## config.mk

```make
export PLATFORM = sky130hd
export DESIGN_NAME = sram_request_arbiter
export DESIGN_NICKNAME = d
export VERILOG_FILES = /design/src/rtl/sram_arb_pkg.sv /design/src/rtl/sram_arb_tag_fifo.sv /design/src/rtl/sram_request_arbiter.sv
export SDC_FILE = /design/constraint.sdc
export NUM_CORES = 1
export LEC_CHECK = 0
export ABC_AREA = 1
export BUFFER_PORTS_ARGS = -buffer_cell sky130_fd_sc_hd__buf_2
export CAP_MARGIN = 30
export CORE_ASPECT_RATIO = 0.8
export CORE_MARGIN = 2
export CORE_UTILIZATION = 25
export CTS_CLUSTER_DIAMETER = 60
export DETAILED_ROUTE_END_ITERATION = 12
export GPL_ROUTABILITY_DRIVEN = 0
export PLACE_DENSITY_LB_ADDON = 0.15
export SLEW_MARGIN = 15
export SYNTH_ARGS = -nofsm -noshare
export SYNTH_HDL_FRONTEND = slang
export SYNTH_SLANG_ARGS = --single-unit
```

## constraint.sdc

```tcl
create_clock -name clock -period 7.4 [get_ports clock]
set_input_delay 1.48 -clock clock [delete_from_list [all_inputs] [get_ports clock]]
set_output_delay 1.48 -clock clock [all_outputs]
set_load 0.01 [all_outputs]
```

## src/rtl/sram_arb_pkg.sv

```systemverilog
// Shared definitions for the SRAM request arbiter: port ids, default widths,
// the {mask,addr,data} request word and the round-robin pointer step.
// No logic of its own.
package sram_arb_pkg;

    localparam int DEF_ADDR_W = 18;
    localparam int DEF_DATA_W = 32;
    localparam int DEF_MASK_W = 4;

    // Round-robin order is the numeric order of these ids.
    localparam logic [1:0] PORT_W0 = 2'd0;
    localparam logic [1:0] PORT_W1 = 2'd1;
    localparam logic [1:0] PORT_R0 = 2'd2;
    localparam logic [1:0] PORT_R1 = 2'd3;

    // Request word as carried on the writer din buses; mask==0 means read.
    typedef struct packed {
        logic [DEF_MASK_W-1:0] mask;
        logic [DEF_ADDR_W-1:0] addr;
        logic [DEF_DATA_W-1:0] data;
    } sram_req_t;

    // Pointer position after a grant to port p: the port following it.
    function automatic logic [1:0] rr_next(input logic [1:0] p);
        return p + 2'd1;
    endfunction

endpackage

```

## src/rtl/sram_arb_tag_fifo.sv

```systemverilog
// Purpose: in-order 1-bit reader-id FIFO for outstanding SRAM reads.
// Latency: push visible to pop next cycle; empty push+pop bypasses same cycle.
// Backpressure: none internally; caller must not push when full without a pop.
// Ports: clock/reset_n (sync, active-low), push_i/push_dat_i, pop_i/pop_dat_o,
//        full_o, empty_o, count_o (0..DEPTH).
module sram_arb_tag_fifo #(
    parameter int DEPTH = 8
) (
    input  logic                     clock,
    input  logic                     reset_n,
    input  logic                     push_i,
    input  logic                     push_dat_i,
    input  logic                     pop_i,
    output logic                     pop_dat_o,
    output logic                     full_o,
    output logic                     empty_o,
    output logic [$clog2(DEPTH):0]   count_o
);
    localparam int PW = $clog2(DEPTH);

    logic [DEPTH-1:0] mem_q;
    logic [PW-1:0]    wr_ptr_q;
    logic [PW-1:0]    rd_ptr_q;
    logic [PW:0]      count_q;
    logic             bypass;
    logic             wr_en;
    logic             rd_en;

    assign empty_o = (count_q == '0);
    assign full_o  = (count_q == (PW+1)'(DEPTH));
    assign count_o = count_q;

    // Push and pop on an empty FIFO: the entry passes straight through and
    // is never stored.
    assign bypass    = push_i && pop_i && empty_o;
    assign wr_en     = push_i && !bypass && (!full_o || pop_i);
    assign rd_en     = pop_i && !empty_o;
    assign pop_dat_o = empty_o ? push_dat_i : mem_q[rd_ptr_q];

    always_ff @(posedge clock) begin
        if (!reset_n) begin
            mem_q    <= '0;
            wr_ptr_q <= '0;
            rd_ptr_q <= '0;
            count_q  <= '0;
        end else begin
            if (wr_en) begin
                mem_q[wr_ptr_q] <= push_dat_i;
                wr_ptr_q        <= wr_ptr_q + 1'b1;
            end
            if (rd_en) begin
                rd_ptr_q <= rd_ptr_q + 1'b1;
            end
            count_q <= count_q + (PW+1)'(wr_en) - (PW+1)'(rd_en);
        end
    end

endmodule

```

## src/rtl/sram_request_arbiter.sv

```systemverilog
// Purpose: round-robin share of one ZBT SRAM controller among W0,W1,R0,R1.
// Latency: accept at N -> sram_addr_valid at N+1; read strobe at M -> r*_data_valid at M+1.
// Backpressure: sram_ready low holds the slot and drops all readys; tag FIFO full blocks reads only.
// Ports: clock, reset_n (sync, active-low); w0/w1 valid/ready/din {mask,addr,data};
//        r0/r1 addr_valid/addr_ready/addr and data_valid/data; sram_* request slot and
//        read return; err_orphan (sticky). Optional ARB_STATS_EN adds stat_grants[63:0],
//        16-bit saturating grant counters {R1,R0,W1,W0}.
module sram_request_arbiter
    import sram_arb_pkg::*;
#(
    parameter int ADDR_W    = DEF_ADDR_W,
    parameter int DATA_W    = DEF_DATA_W,
    parameter int MASK_W    = DEF_MASK_W,
    parameter int TAG_DEPTH = 8
) (
    input  logic                            clock,
    input  logic                            reset_n,
    input  logic                            w0_valid,
    output logic                            w0_ready,
    input  logic [MASK_W+ADDR_W+DATA_W-1:0] w0_din,
    input  logic                            w1_valid,
    output logic                            w1_ready,
    input  logic [MASK_W+ADDR_W+DATA_W-1:0] w1_din,
    input  logic                            r0_addr_valid,
    output logic                            r0_addr_ready,
    input  logic [ADDR_W-1:0]               r0_addr,
    output logic                            r0_data_valid,
    output logic [DATA_W-1:0]               r0_data,
    input  logic                            r1_addr_valid,
    output logic                            r1_addr_ready,
    input  logic [ADDR_W-1:0]               r1_addr,
    output logic                            r1_data_valid,
    output logic [DATA_W-1:0]               r1_data,
    output logic                            sram_addr_valid,
    input  logic                            sram_ready,
    output logic [ADDR_W-1:0]               sram_addr,
    output logic [DATA_W-1:0]               sram_data_in,
    output logic [MASK_W-1:0]               sram_write_mask,
    input  logic [DATA_W-1:0]               sram_data_out,
    input  logic                            sram_data_out_valid,
    output logic                            err_orphan
`ifdef ARB_STATS_EN
    ,
    output logic [63:0]                     stat_grants
`endif
);
    localparam int DIN_W = MASK_W + ADDR_W + DATA_W;
    localparam int TCW   = $clog2(TAG_DEPTH) + 1;

    logic              slot_vld_q;
    logic [MASK_W-1:0] slot_mask_q;
    logic [ADDR_W-1:0] slot_addr_q;
    logic [DATA_W-1:0] slot_data_q;
    logic              slot_tag_q;
    logic [1:0]        ptr_q;
    logic              r0_vld_q, r1_vld_q, err_q;
    logic [DATA_W-1:0] r0_data_q, r1_data_q;

    logic              slot_free, handoff, tag_push, read_ok, ret_vld, load;
    logic              tag_full, tag_empty, tag_head;
    logic [TCW-1:0]    tag_count;
    logic [3:0]        req_vec;
    logic              gnt_vld;
    logic [1:0]        gnt_id;
    logic [MASK_W-1:0] mask_d;
    logic [ADDR_W-1:0] addr_d;
    logic [DATA_W-1:0] data_d;
    logic              tag_d;

    assign slot_free = !slot_vld_q || sram_ready;
    assign handoff   = slot_vld_q && sram_ready;
    assign tag_push  = handoff && (slot_mask_q == '0);

    // Reads are held back whenever the FIFO would be full after this cycle's
    // push; a same-cycle pop is ignored so the check stays conservative.
    assign read_ok = !tag_full && !(tag_push && tag_count == TCW'(TAG_DEPTH - 1));

    assign req_vec[PORT_W0] = w0_valid;
    assign req_vec[PORT_W1] = w1_valid;
    assign req_vec[PORT_R0] = r0_addr_valid && read_ok;
    assign req_vec[PORT_R1] = r1_addr_valid && read_ok;

    always_comb begin
        logic       hit;
        logic [1:0] idx;
        hit    = 1'b0;
        idx    = ptr_q;
        gnt_id = ptr_q;
        for (int i = 0; i < 4; i++) begin
            idx = ptr_q + 2'(i);
            if (!hit && req_vec[idx]) begin
                hit    = 1'b1;
                gnt_id = idx;
            end
        end
        gnt_vld = hit && slot_free && reset_n;
    end

    assign w0_ready      = gnt_vld && (gnt_id == PORT_W0);
    assign w1_ready      = gnt_vld && (gnt_id == PORT_W1);
    assign r0_addr_ready = gnt_vld && (gnt_id == PORT_R0);
    assign r1_addr_ready = gnt_vld && (gnt_id == PORT_R1);

    always_comb begin
        mask_d = '0;
        addr_d = '0;
        data_d = '0;
        tag_d  = 1'b0;
        case (gnt_id)
            PORT_W0: {mask_d, addr_d, data_d} = w0_din[DIN_W-1:0];
            PORT_W1: {mask_d, addr_d, data_d} = w1_din[DIN_W-1:0];
            PORT_R0: addr_d = r0_addr;
            default: begin
                addr_d = r1_addr;
                tag_d  = 1'b1;
            end
        endcase
    end

    // A writer presenting mask==0 is accepted but its request is discarded.
    assign load = gnt_vld && (gnt_id[1] || (mask_d != '0));

    always_ff @(posedge clock) begin
        if (!reset_n) begin
            slot_vld_q  <= 1'b0;
            slot_mask_q <= '0;
            slot_addr_q <= '0;
            slot_data_q <= '0;
            slot_tag_q  <= 1'b0;
            ptr_q       <= PORT_W0;
        end else begin
            if (load) begin
                slot_vld_q  <= 1'b1;
                slot_mask_q <= mask_d;
                slot_addr_q <= addr_d;
                slot_data_q <= data_d;
                slot_tag_q  <= tag_d;
            end else if (handoff) begin
                slot_vld_q  <= 1'b0;
            end
            if (gnt_vld) begin
                ptr_q <= rr_next(gnt_id);
            end
        end
    end

    assign sram_addr_valid = slot_vld_q;
    assign sram_addr       = slot_addr_q;
    assign sram_data_in    = slot_data_q;
    assign sram_write_mask = slot_mask_q;

    sram_arb_tag_fifo #(
        .DEPTH (TAG_DEPTH)
    ) u_tag_fifo (
        .clock      (clock),
        .reset_n    (reset_n),
        .push_i     (tag_push),
        .push_dat_i (slot_tag_q),
        .pop_i      (ret_vld),
        .pop_dat_o  (tag_head),
        .full_o     (tag_full),
        .empty_o    (tag_empty),
        .count_o    (tag_count)
    );

    // A strobe with nothing outstanding (not even a same-cycle hand-off) is an orphan.
    assign ret_vld = sram_data_out_valid && (!tag_empty || tag_push);

    always_ff @(posedge clock) begin
        if (!reset_n) begin
            r0_vld_q  <= 1'b0;
            r1_vld_q  <= 1'b0;
            r0_data_q <= '0;
            r1_data_q <= '0;
            err_q     <= 1'b0;
        end else begin
            r0_vld_q <= ret_vld && !tag_head;
            r1_vld_q <= ret_vld && tag_head;
            if (ret_vld && !tag_head) r0_data_q <= sram_data_out;
            if (ret_vld && tag_head)  r1_data_q <= sram_data_out;
            if (sram_data_out_valid && !ret_vld) err_q <= 1'b1;
        end
    end

    assign r0_data_valid = r0_vld_q;
    assign r1_data_valid = r1_vld_q;
    assign r0_data       = r0_data_q;
    assign r1_data       = r1_data_q;
    assign err_orphan    = err_q;

`ifdef ARB_STATS_EN
    logic [15:0] stat_q [4];
    logic [3:0]  acc;
    assign acc = {r1_addr_ready, r0_addr_ready, w1_ready, w0_ready};

    always_ff @(posedge clock) begin
        if (!reset_n) begin
            for (int i = 0; i < 4; i++) stat_q[i] <= '0;
        end else begin
            for (int i = 0; i < 4; i++) begin
                if (acc[i] && stat_q[i] != 16'hFFFF) stat_q[i] <= stat_q[i] + 16'd1;
            end
        end
    end

    assign stat_grants = {stat_q[3], stat_q[2], stat_q[1], stat_q[0]};
`endif

endmodule

```

==> impl_metrics.env <==
export IMPL_yosysSeqAreaShare_pct=41.6
export IMPL_drt_iter0_drc=354
export IMPL_r2r_start="u_tag_fifo.count_o[3]"
export IMPL_grt_pass1_vias=6973
export IMPL_fmax_ghz=0.189
export IMPL_routed_wl_mm=24.4
export IMPL_final_nets=1424
export IMPL_period_share_pct=71.5
export IMPL_synth_simple_gate_area_share_pct=29.9
export IMPL_status="finished, final reports clean"
export IMPL_startpoint="sram_ready"
export IMPL_post_cts_buffers=0
export IMPL_cts_resized=0
export IMPL_cts_path_max_buffers=2
export IMPL_grt_start_max_net_pins=84
export IMPL_drc=0
export IMPL_holdBufCountCts=0
export IMPL_antenna_found_initial=0
export IMPL_finalHoldViolCount=0
export IMPL_start_util_pct=25.3
export IMPL_via_count=7190
export IMPL_ant_nets=0
export IMPL_hold_path_class="flip-flop to flip-flop"
export IMPL_tightest_slew_ns=0.856
export IMPL_criticalPathCategory="primary input to output port"
export IMPL_via_per_inst=4.49
export IMPL_p_total_mw=4.79
export IMPL_io_pins=310
export IMPL_die_area_um2=28900
export IMPL_syn_area_um2=6880
export IMPL_yosysWarningCount=0
export IMPL_maxSlewViolCount=0
export IMPL_tns_ns=0
export IMPL_grt_pass1_wl_mm=39.0
export IMPL_rows=54
export IMPL_die_h_um=152
export IMPL_place_detailed_hpwl_mm=17.2
export IMPL_cts_tree="yes"
export IMPL_drt_pass1_iterations=4
export IMPL_hold_ws_ns=0.447
export IMPL_syn_nets=1156
export IMPL_grt_setup_unrepaired="false"
export IMPL_synth_avg_cell_area_um2=7.19
export IMPL_skew_ns=0.0149
export IMPL_track_usage_pct=16.9
export IMPL_min_from="u_tag_fifo.mem_q[6]"
export IMPL_cts_root_buf="clkbuf_16"
export IMPL_die_width_um=189
export IMPL_synth_xor_area_share_pct=0.491
export IMPL_p_leak_nw=4.41
export IMPL_drive_gt1_share_pct=30.2
export IMPL_diodes=0
export IMPL_crit_path_end_kind="output port"
export IMPL_synth_area_mux_share_pct=0
export IMPL_ir_worst_vdd_v=0.000252
export IMPL_synth_top_family_by_area="simple AND/OR/NAND/NOR gates"
export IMPL_cp_start_kind="primary input"
export IMPL_cap_violations=0
export IMPL_synth_fa_ha_area_share_pct=2.84
export IMPL_overflow=0
export IMPL_ys_ff_latch=143
export IMPL_syn2layout_area_growth_pct=34.5
export IMPL_setup_violations=0
export IMPL_htree_levels=4
export IMPL_numPortBuffers=309
export IMPL_coreArea_um2=27200
export IMPL_p_per_area_nw_per_um2=518
export IMPL_clock_sinks=143
export IMPL_period_minus_slack_ns=5.29
export IMPL_slew_headroom_pct=42.9
export IMPL_worstSkewPairLatency_ns=0.42
export IMPL_wl_per_cell_um=15.2
export IMPL_crit_arrival_ns=3.81
export IMPL_cp_data_required_time_ns=5.92
export IMPL_syn_inst=957
export IMPL_yosysUniqueCellTypes=34
export IMPL_clkTransAtPathRegs_ns=0.06
export IMPL_crit_fanout=19
export IMPL_cts_buffers=17
export IMPL_synth_compound_area_share_pct=18.1
## logic make-up after synthesis
family | Yosys count
DFF | 143
and+or+nand+nor | 468
AOI/OAI and AO/OA | 212
adders and majority gates | 15
buffers and inverters | 116
xor gates and xnor gates | 3
## metrics by stage
step                utilization (%)  instances  setup WS [ns]  area [um^2]
floorplan                         -        957           2.42         6880
global placement               31.9       1568           1.90         8660
detailed placement             31.9       1568           1.84         8660
CTS                            33.9       1600           1.90         9210
global route                   34.1       1602           1.66         9250
finish                         34.1       1602           2.11         9250
## placed cells by master, fill, tap and decap left out, types with 17 or more instances in the layout
cell type	netlist	routed
nor2_1	146	146
dfxtp_1	143	143
nand3_1	67	67
a22o_1	36	36
nand2_1	186	186
a21oi_1	94	93
nand3b_1	35	35
clkbuf_16	0	17
buf_2	22	308
o21ai_0	66	66
nand4_1	23	23
inv_1	39	39
## synth_stat cells, drive strengths merged
cell | count | area [um^2]
nand2 | 188 | 716
nand3b | 35 | 263
a21oi | 104 | 558
clkinv | 2 | 7.51
nand4 | 23 | 144
a211oi | 1 | 7.51
fa | 1 | 20.0
nand3 | 68 | 345
o21ai | 68 | 340
a31oi | 1 | 6.26
buf | 31 | 166
nor2 | 147 | 554
nor4 | 1 | 6.26
a22o | 36 | 315
inv | 41 | 154
o221ai | 2 | 17.5
or2 | 1 | 6.26
ha | 14 | 175
clkbuf | 42 | 158
xor2 | 3 | 33.8
nor3 | 5 | 25.0
dfxtp | 143 | 2860
## metal layers
metal,track usage (%),part of all wire [%],up-vias
met4,5.98,2.5,0
li1,-,-,3749
met1,22.8,47,3211
met5,0,0,-
met2,26.0,44,197
met3,4.33,5.9,33
## critical path, cell delays in order
cell,delay (ns)
buf_2,0.09
nand2_1,0.06
nor2_2,0.13
nand3_2,0.10
nand4_1,0.11
nand3_1,0.08
nand2_1,0.12
nand4_1,0.13
clkinv_1,0.08
nand2_1,0.06
nand2_1,0.07
xor2_1,0.24
ha_1,0.71
inv_1,0.09
nor2_1,0.12
buf_2,0.14
## registers in the layout, summed over array words and instances (netlist names)
register / cells
ptr_q: 2
r1_data: 32
r1_data_valid: 1
u_tag_fifo.rd_ptr_q: 3
r0_data: 32
sram_addr: 18
sram_data_in: 32
slot_tag_q: 1
u_tag_fifo.mem_q: 8
sram_write_mask: 4
u_tag_fifo.count_o: 4
r0_data_valid: 1
err_orphan: 1
sram_addr_valid: 1
u_tag_fifo.wr_ptr_q: 3
## power by group
part / switching [mW] / internal [mW]
Combinational: 1.78 / 1.10
Clock: 0.366 / 0.444
Sequential: 0.123 / 0.977
## worst paths after layout
check | to | slack, ns | cells past startpoint
hold / removal | u_tag_fifo.mem_q[6] | 0.45 | 2
hold reg to reg | u_tag_fifo.mem_q[6] | 0.45 | 2
setup / recovery | r0_addr_ready | 2.11 | 16
setup reg to reg | sram_data_in[11] | 3.07 | 23
## final cells by class
| class | count | area [um^2] |
|---|---|---|
| inverter | 43 | 161 |
| clock inverter | 13 | 105 |
| timing repair buffer | 322 | 1680 |
| fill | 3073 | 17900 |
| tap | 364 | 455 |
| sequential | 143 | 2860 |
| clock buffer | 19 | 443 |
| multi-input combinational | 698 | 3550 |
(Power assumes the default switching activity.)
